**src/rtl/alu_pkg.sv**
```systemverilog
// Shared definitions for the ALU operand collector: default widths, FSM states
// and the operand-need decode used by both the RTL and its scoreboard.
package alu_pkg;

    localparam int DEF_W = 8;
    localparam int DEF_N = 4;

    typedef enum logic [1:0] {
        IDLE,
        COLLECT,
        ISSUE
    } state_e;

    // bit0 = OPA required, bit1 = OPB required; single-operand commands differ by mode
    function automatic logic [1:0] op_need(input logic mode, input logic [31:0] cmd);
        logic [1:0] need;
        need = 2'b11;
        if (mode) begin
            if (cmd == 32'd4 || cmd == 32'd5)      need = 2'b01;
            else if (cmd == 32'd6 || cmd == 32'd7) need = 2'b10;
        end else begin
            if (cmd == 32'd6 || cmd == 32'd8)      need = 2'b01;
            else if (cmd == 32'd7 || cmd == 32'd9) need = 2'b10;
        end
        return need;
    endfunction

endpackage

```
**src/rtl/alu_timeout_ctr.sv**
```systemverilog
// Collection-age counter: clear, load-to-one, increment, all gated by the clock
// enable; flags terminal count when the age reaches TIMEOUT.
module alu_timeout_ctr #(
    parameter int TIMEOUT = 16,
    localparam int CW = $clog2(TIMEOUT + 1)
) (
    input  logic clk,
    input  logic rst_n,
    input  logic en_i,
    input  logic clr_i,
    input  logic load_i,
    input  logic inc_i,
    output logic tc_o
);

    logic [CW-1:0] count_q;
    logic [CW-1:0] count_d;

    always_comb begin
        count_d = count_q;
        if (en_i) begin
            if (clr_i)       count_d = '0;
            else if (load_i) count_d = CW'(1);
            else if (inc_i)  count_d = count_q + CW'(1);
        end
    end

    always_ff @(posedge clk or negedge rst_n) begin
        if (!rst_n) count_q <= '0;
        else        count_q <= count_d;
    end

    assign tc_o = (count_q == CW'(TIMEOUT));

endmodule

```
**src/rtl/alu_op_collector.sv**
```systemverilog
// Operand-collection front end: gathers OPA/OPB over possibly several cycles,
// times out with a one-cycle ERR pulse, and hands a complete op to the ALU.
module alu_op_collector
    import alu_pkg::*;
#(
    parameter int W       = DEF_W,
    parameter int N       = DEF_N,
    parameter int TIMEOUT = 16
) (
    input  logic         clk,
    input  logic         RST_N,
    input  logic         CE,
    input  logic [W-1:0] OPA,
    input  logic [W-1:0] OPB,
    input  logic         Cin,
    input  logic         mode,
    input  logic [N-1:0] CMD,
    input  logic [1:0]   inp_valid,
    output logic         in_ready,
    output logic         out_valid,
    input  logic         out_ready,
    output logic [W-1:0] out_opa,
    output logic [W-1:0] out_opb,
    output logic         out_cin,
    output logic         out_mode,
    output logic [N-1:0] out_cmd,
    output logic         ERR
);

    state_e       state_q, state_d;
    logic [1:0]   have_q, have_d;
    logic [1:0]   need_q, need_d;
    logic [W-1:0] opa_q, opa_d;
    logic [W-1:0] opb_q, opb_d;
    logic [N-1:0] cmd_q, cmd_d;
    logic         mode_q, mode_d;
    logic         cin_q, cin_d;
    logic         err_q, err_d;

    logic         ctrClr, ctrLoad, ctrInc, ctrTc;
    logic [1:0]   reqNeed;
    logic [1:0]   mergedHave;

    alu_timeout_ctr #(.TIMEOUT(TIMEOUT)) u_ctr (
        .clk    (clk),
        .rst_n  (RST_N),
        .en_i   (CE),
        .clr_i  (ctrClr),
        .load_i (ctrLoad),
        .inc_i  (ctrInc),
        .tc_o   (ctrTc)
    );

    assign reqNeed    = op_need(mode, 32'(CMD));
    assign mergedHave = have_q | inp_valid;

    // ERR only changes on enabled edges, so a pulse stretches while CE is low
    always_comb begin
        state_d = state_q;
        have_d  = have_q;
        need_d  = need_q;
        opa_d   = opa_q;
        opb_d   = opb_q;
        cmd_d   = cmd_q;
        mode_d  = mode_q;
        cin_d   = cin_q;
        err_d   = err_q;
        ctrClr  = 1'b0;
        ctrLoad = 1'b0;
        ctrInc  = 1'b0;
        if (CE) begin
            err_d = 1'b0;
            case (state_q)
                IDLE: begin
                    if (inp_valid != 2'b00) begin
                        cmd_d  = CMD;
                        mode_d = mode;
                        cin_d  = Cin;
                        need_d = reqNeed;
                        have_d = inp_valid;
                        opa_d  = inp_valid[0] ? OPA : '0;
                        opb_d  = inp_valid[1] ? OPB : '0;
                        if ((inp_valid & reqNeed) == reqNeed) begin
                            state_d = ISSUE;
                        end else begin
                            state_d = COLLECT;
                            ctrLoad = 1'b1;
                        end
                    end
                end
                COLLECT: begin
                    if (inp_valid[0] && !have_q[0]) opa_d = OPA;
                    if (inp_valid[1] && !have_q[1]) opb_d = OPB;
                    have_d = mergedHave;
                    // completion is checked before timeout so it wins on the same edge
                    if ((mergedHave & need_q) == need_q) begin
                        state_d = ISSUE;
                        ctrClr  = 1'b1;
                    end else if (ctrTc) begin
                        state_d = IDLE;
                        err_d   = 1'b1;
                        ctrClr  = 1'b1;
                    end else begin
                        ctrInc = 1'b1;
                    end
                end
                ISSUE: begin
                    if (out_ready) state_d = IDLE;
                end
                default: state_d = IDLE;
            endcase
        end
    end

    always_ff @(posedge clk or negedge RST_N) begin
        if (!RST_N) begin
            state_q <= IDLE;
            have_q  <= '0;
            need_q  <= '0;
            opa_q   <= '0;
            opb_q   <= '0;
            cmd_q   <= '0;
            mode_q  <= 1'b0;
            cin_q   <= 1'b0;
            err_q   <= 1'b0;
        end else begin
            state_q <= state_d;
            have_q  <= have_d;
            need_q  <= need_d;
            opa_q   <= opa_d;
            opb_q   <= opb_d;
            cmd_q   <= cmd_d;
            mode_q  <= mode_d;
            cin_q   <= cin_d;
            err_q   <= err_d;
        end
    end

    assign in_ready  = (state_q != ISSUE);
    assign out_valid = (state_q == ISSUE);
    assign out_opa   = need_q[0] ? opa_q : '0;
    assign out_opb   = need_q[1] ? opb_q : '0;
    assign out_cin   = cin_q;
    assign out_mode  = mode_q;
    assign out_cmd   = cmd_q;
    assign ERR       = err_q;

endmodule

```
**config.mk**
```make
export PLATFORM = sky130hd
export DESIGN_NAME = alu_op_collector
export DESIGN_NICKNAME = d
export VERILOG_FILES = /design/src/rtl/alu_pkg.sv /design/src/rtl/alu_timeout_ctr.sv /design/src/rtl/alu_op_collector.sv
export SDC_FILE = /design/constraint.sdc
export NUM_CORES = 1
export LEC_CHECK = 0
export CORE_UTILIZATION = 42
export CTS_CLUSTER_DIAMETER = 120
export DETAILED_ROUTE_END_ITERATION = 10
export PLACE_DENSITY = 0.75
export SKIP_LAST_GASP = 1
export SLEW_MARGIN = 10
export SYNTH_ARGS = -nofsm -noshare
export SYNTH_HDL_FRONTEND = slang
export SYNTH_SLANG_ARGS = --single-unit
```
**constraint.sdc**
```tcl
create_clock -name clk -period 1.48 [get_ports clk]
set_input_delay 0.222 -clock clk [delete_from_list [all_inputs] [get_ports clk]]
set_output_delay 0.222 -clock clk [all_outputs]
set_load 0.01 [all_outputs]
```
==> flow_summary.json <==
{
  "hold_class": "in2reg",
  "syn_nets": 218,
  "synth_cells": 188,
  "p_per_area_nw_per_um2": 1680,
  "die_w_um": 67.2,
  "root_buffer": "clkbuf_8",
  "max_slew_margin_pct": 71.4,
  "slew_viol_final": 0,
  "cp.arrival_ns": 1.85,
  "fillers": 289,
  "final_cell_count_no_fill": 341,
  "yosysMostFrequentCell": "dfrtp_1",
  "crit_fanout": 7,
  "cp-start-kind": "flop",
  "status": "complete, but fails checks",
  "ios": 53,
  "drv_cap": 0,
  "first_pass_iters": 4,
  "violations": "negative setup slack",
  "h-tree-depth": 2,
  "grt_pass1_vias": 1639,
  "via_per_inst": 4.96,
  "place_congestion": 0.789,
  "grt_max_degree": 35,
  "grt_util_all_layers_pct": 21.7,
  "grt_first_pass_wirelength_mm": 7.15,
  "insertedDiodeCount": 0,
  "start_util_pct": 44.3,
  "grt_overflow_total": 0,
  "power_w": 0.00517,
  "dp_cells": 305,
  "antenna_found_initial": 0,
  "drc": 0,
  "port_buffers": 52,
  "numCtsBuffers": 5,
  "syn-mean-instance-area_sq_um": 9.48,
  "fp-row-count": 23,
  "wirelength_mm": 4.70,
  "place_hpwl_mm": 2.74,
  "drive_gt1_share_pct": 36.8,
  "dr.first_iter.drc_count": 138,
  "ys.warnings.count": 0,
  "worst_pin_slew_ns": 0.430,
  "wl_per_cell_um": 13.8,
  "fp.dieH_um": 67.2,
  "period_share_pct": 112,
  "clk-insertion-delay-late_ns": 0.29,
  "synth_cell_types": 36,
  "ir_drop_v": 0.000984,
  "synth_top_cell_area_share_pct": 47.7,
  "syn-cell-area_sq_um": 1780,
  "synth_commonest_cells": "dfrtp_1 (34), inv_1 (21), o21ai_0 (21)",
  "async_reset_ff_share_pct": 100,
  "critPathRequiredTime_ns": 1.66,
  "clk_pin_slew_worst_paths_ns": 0.07,
  "cp-end-kind": "flop",
  "nets": 320,
  "report.final.hold_viol_count": 0,
  "final_util_pct": 76.3,
  "synth_top_area_cell": "dfrtp_1",
  "fin_crit_ns": 1.66,
  "cts_buffer_depth": 2,
  "core_area_sq_um": 4030,
  "synth_ff_type": "dfrtp_1",
  "rsz0062_at_grt": "yes",
  "final_antenna_net_count": 0,
  "syn2layout_area_growth_pct": 72.4,
  "finalSetupViolCount": 32,
  "leakage_nw": 1.51,
  "yosysSeqAreaShare_pct": 47.7,
  "final.setup_skew_ns": 0.00482,
  "vias": 1692,
  "ys_ff_latch": 34,
  "dieArea_sq_um": 4510,
  "fmax_mhz": 601,
  "synth_area_leaders": "dfrtp_1 (48%), and2_1 (6.0%), o21ai_0 (5.9%)",
  "fin_ws_ns": -0.184,
  "critical_path_class": "reg2reg",
  "cts_tree": "done",
  "synth_edf_count": 0,
  "clock-sinks": 34
}
[final cells by class]
type | instances | area, sq um | area share, %
multi-input combinational | 128 | 1010 | 32.9
timing repair buffer | 100 | 976 | 31.8
sequential | 34 | 855 | 27.8
clock buffer | 7 | 86.3 | 2.81
inverter | 21 | 78.8 | 2.57
tap | 50 | 62.6 | 2.04
clock inverter | 1 | 5.00 | 0.163
[timing repair]
| action | in CTS | in global routing |
|---|---|---|
| pin swaps | 8 | 18 |
| gates resized for setup | 42 | 61 |
| gates cloned | 1 | 0 |
| endpoints found under the hold margin | 34 | 0 |
| setup buffers | 19 | 7 |
| hold buffers | 1 | 0 |
| setup endpoints to repair | 46 | 49 |
[cell families after synthesis]
logic type	share of synthesized area (%)
adders and majority gates	1.40
buffers and inverters	5.75
muxes	3.79
DFF	47.7
AOI/OAI and AO/OA	15.9
and+or+nand+nor	25.4
[where the power goes]
part | total [W] | internal [W] | switching, W
Sequential | 0.00158 | 0.00133 | 0.000257
Combinational | 0.00288 | 0.00163 | 0.00125
Clock | 0.000703 | 0.000375 | 0.000328
Total | 0.00517 | 0.00333 | 0.00184
[registers in the layout (all words and copies together), names as in the netlist, 2 cells and up]
register and flops:
have_q 2, state_q 2, need_q 2, out_cmd 4, opb_q 8, opa_q 8, u_ctr.count_q 5
[cells in the final DEF (no fill, tap or decap), types with 3 or more instances in the layout]
cell             Yosys  layout
nand2_1             17      17
o21ai_1              1      18
dfrtp_2              0       3
o21ai_4              0       4
and2_1              17      17
nor2_1               7       6
buf_6                0      14
clkdlybuf4s15_1      0       6
dfrtp_1             34      31
buf_4                0      31
dlymetal6s2s_1       0      12
inv_1               21      21
nand3_1             20       4
mux2_2               6       6
clkbuf_8             0       6
clkdlybuf4s50_1      0      31
nand3_2              0      16
and2b_2              3       3
[routing by layer]
| metal | global-route usage, % | share of wire [%] | wire [um] |
|---|---|---|---|
| met5 | 0 | 0 | 0 |
| met4 | 9.04 | 0.98 | 46 |
| met3 | 5.74 | 4.3 | 203 |
| met2 | 37.0 | 51 | 2390 |
| met1 | 25.6 | 44 | 2060 |
[worst max-delay path, cell delays in order, from the launching register on]
cell,delay [ns]
dfrtp_1,0.39
buf_6,0.12
or3b_4,0.39
a2111oi_4,0.26
o2bb2ai_4,0.21
buf_4,0.16
a21oi_2,0.03
[path summary, 6_finish.rpt]
path	from	endpoint	slack [ns]	cells after the start
min in group asynchronous	RST_N	u_ctr.count_q[0]	0.49	3
worst max-delay path	state_q[0]	u_ctr.count_q[1]	-0.18	6
max in group asynchronous	RST_N	need_q[0]	0.66	3
worst min-delay path	inp_valid[0]	have_q[0]	0.42	3
worst min register to register	out_cmd[3]	out_cmd[3]	0.51	1
worst max register to register	state_q[0]	u_ctr.count_q[1]	-0.18	6
[per-stage QoR]
stage	setup TNS (ns)	hold WS [ns]	cell area (sq um)	worst slack [ns]
6_report	-2.35	0.418	3070	-0.184
5_1_grt	-4.71	0.424	3070	-0.232
2_1_floorplan	0	-0.0736	1780	0.0275
3_3_place_gp	-8.23	0.273	2510	-0.346
4_1_cts	-3.99	0.489	2870	-0.213
3_5_place_dp	-10.18	0.274	2510	-0.401
No activity file was read; power rests on OpenSTA's default activity.
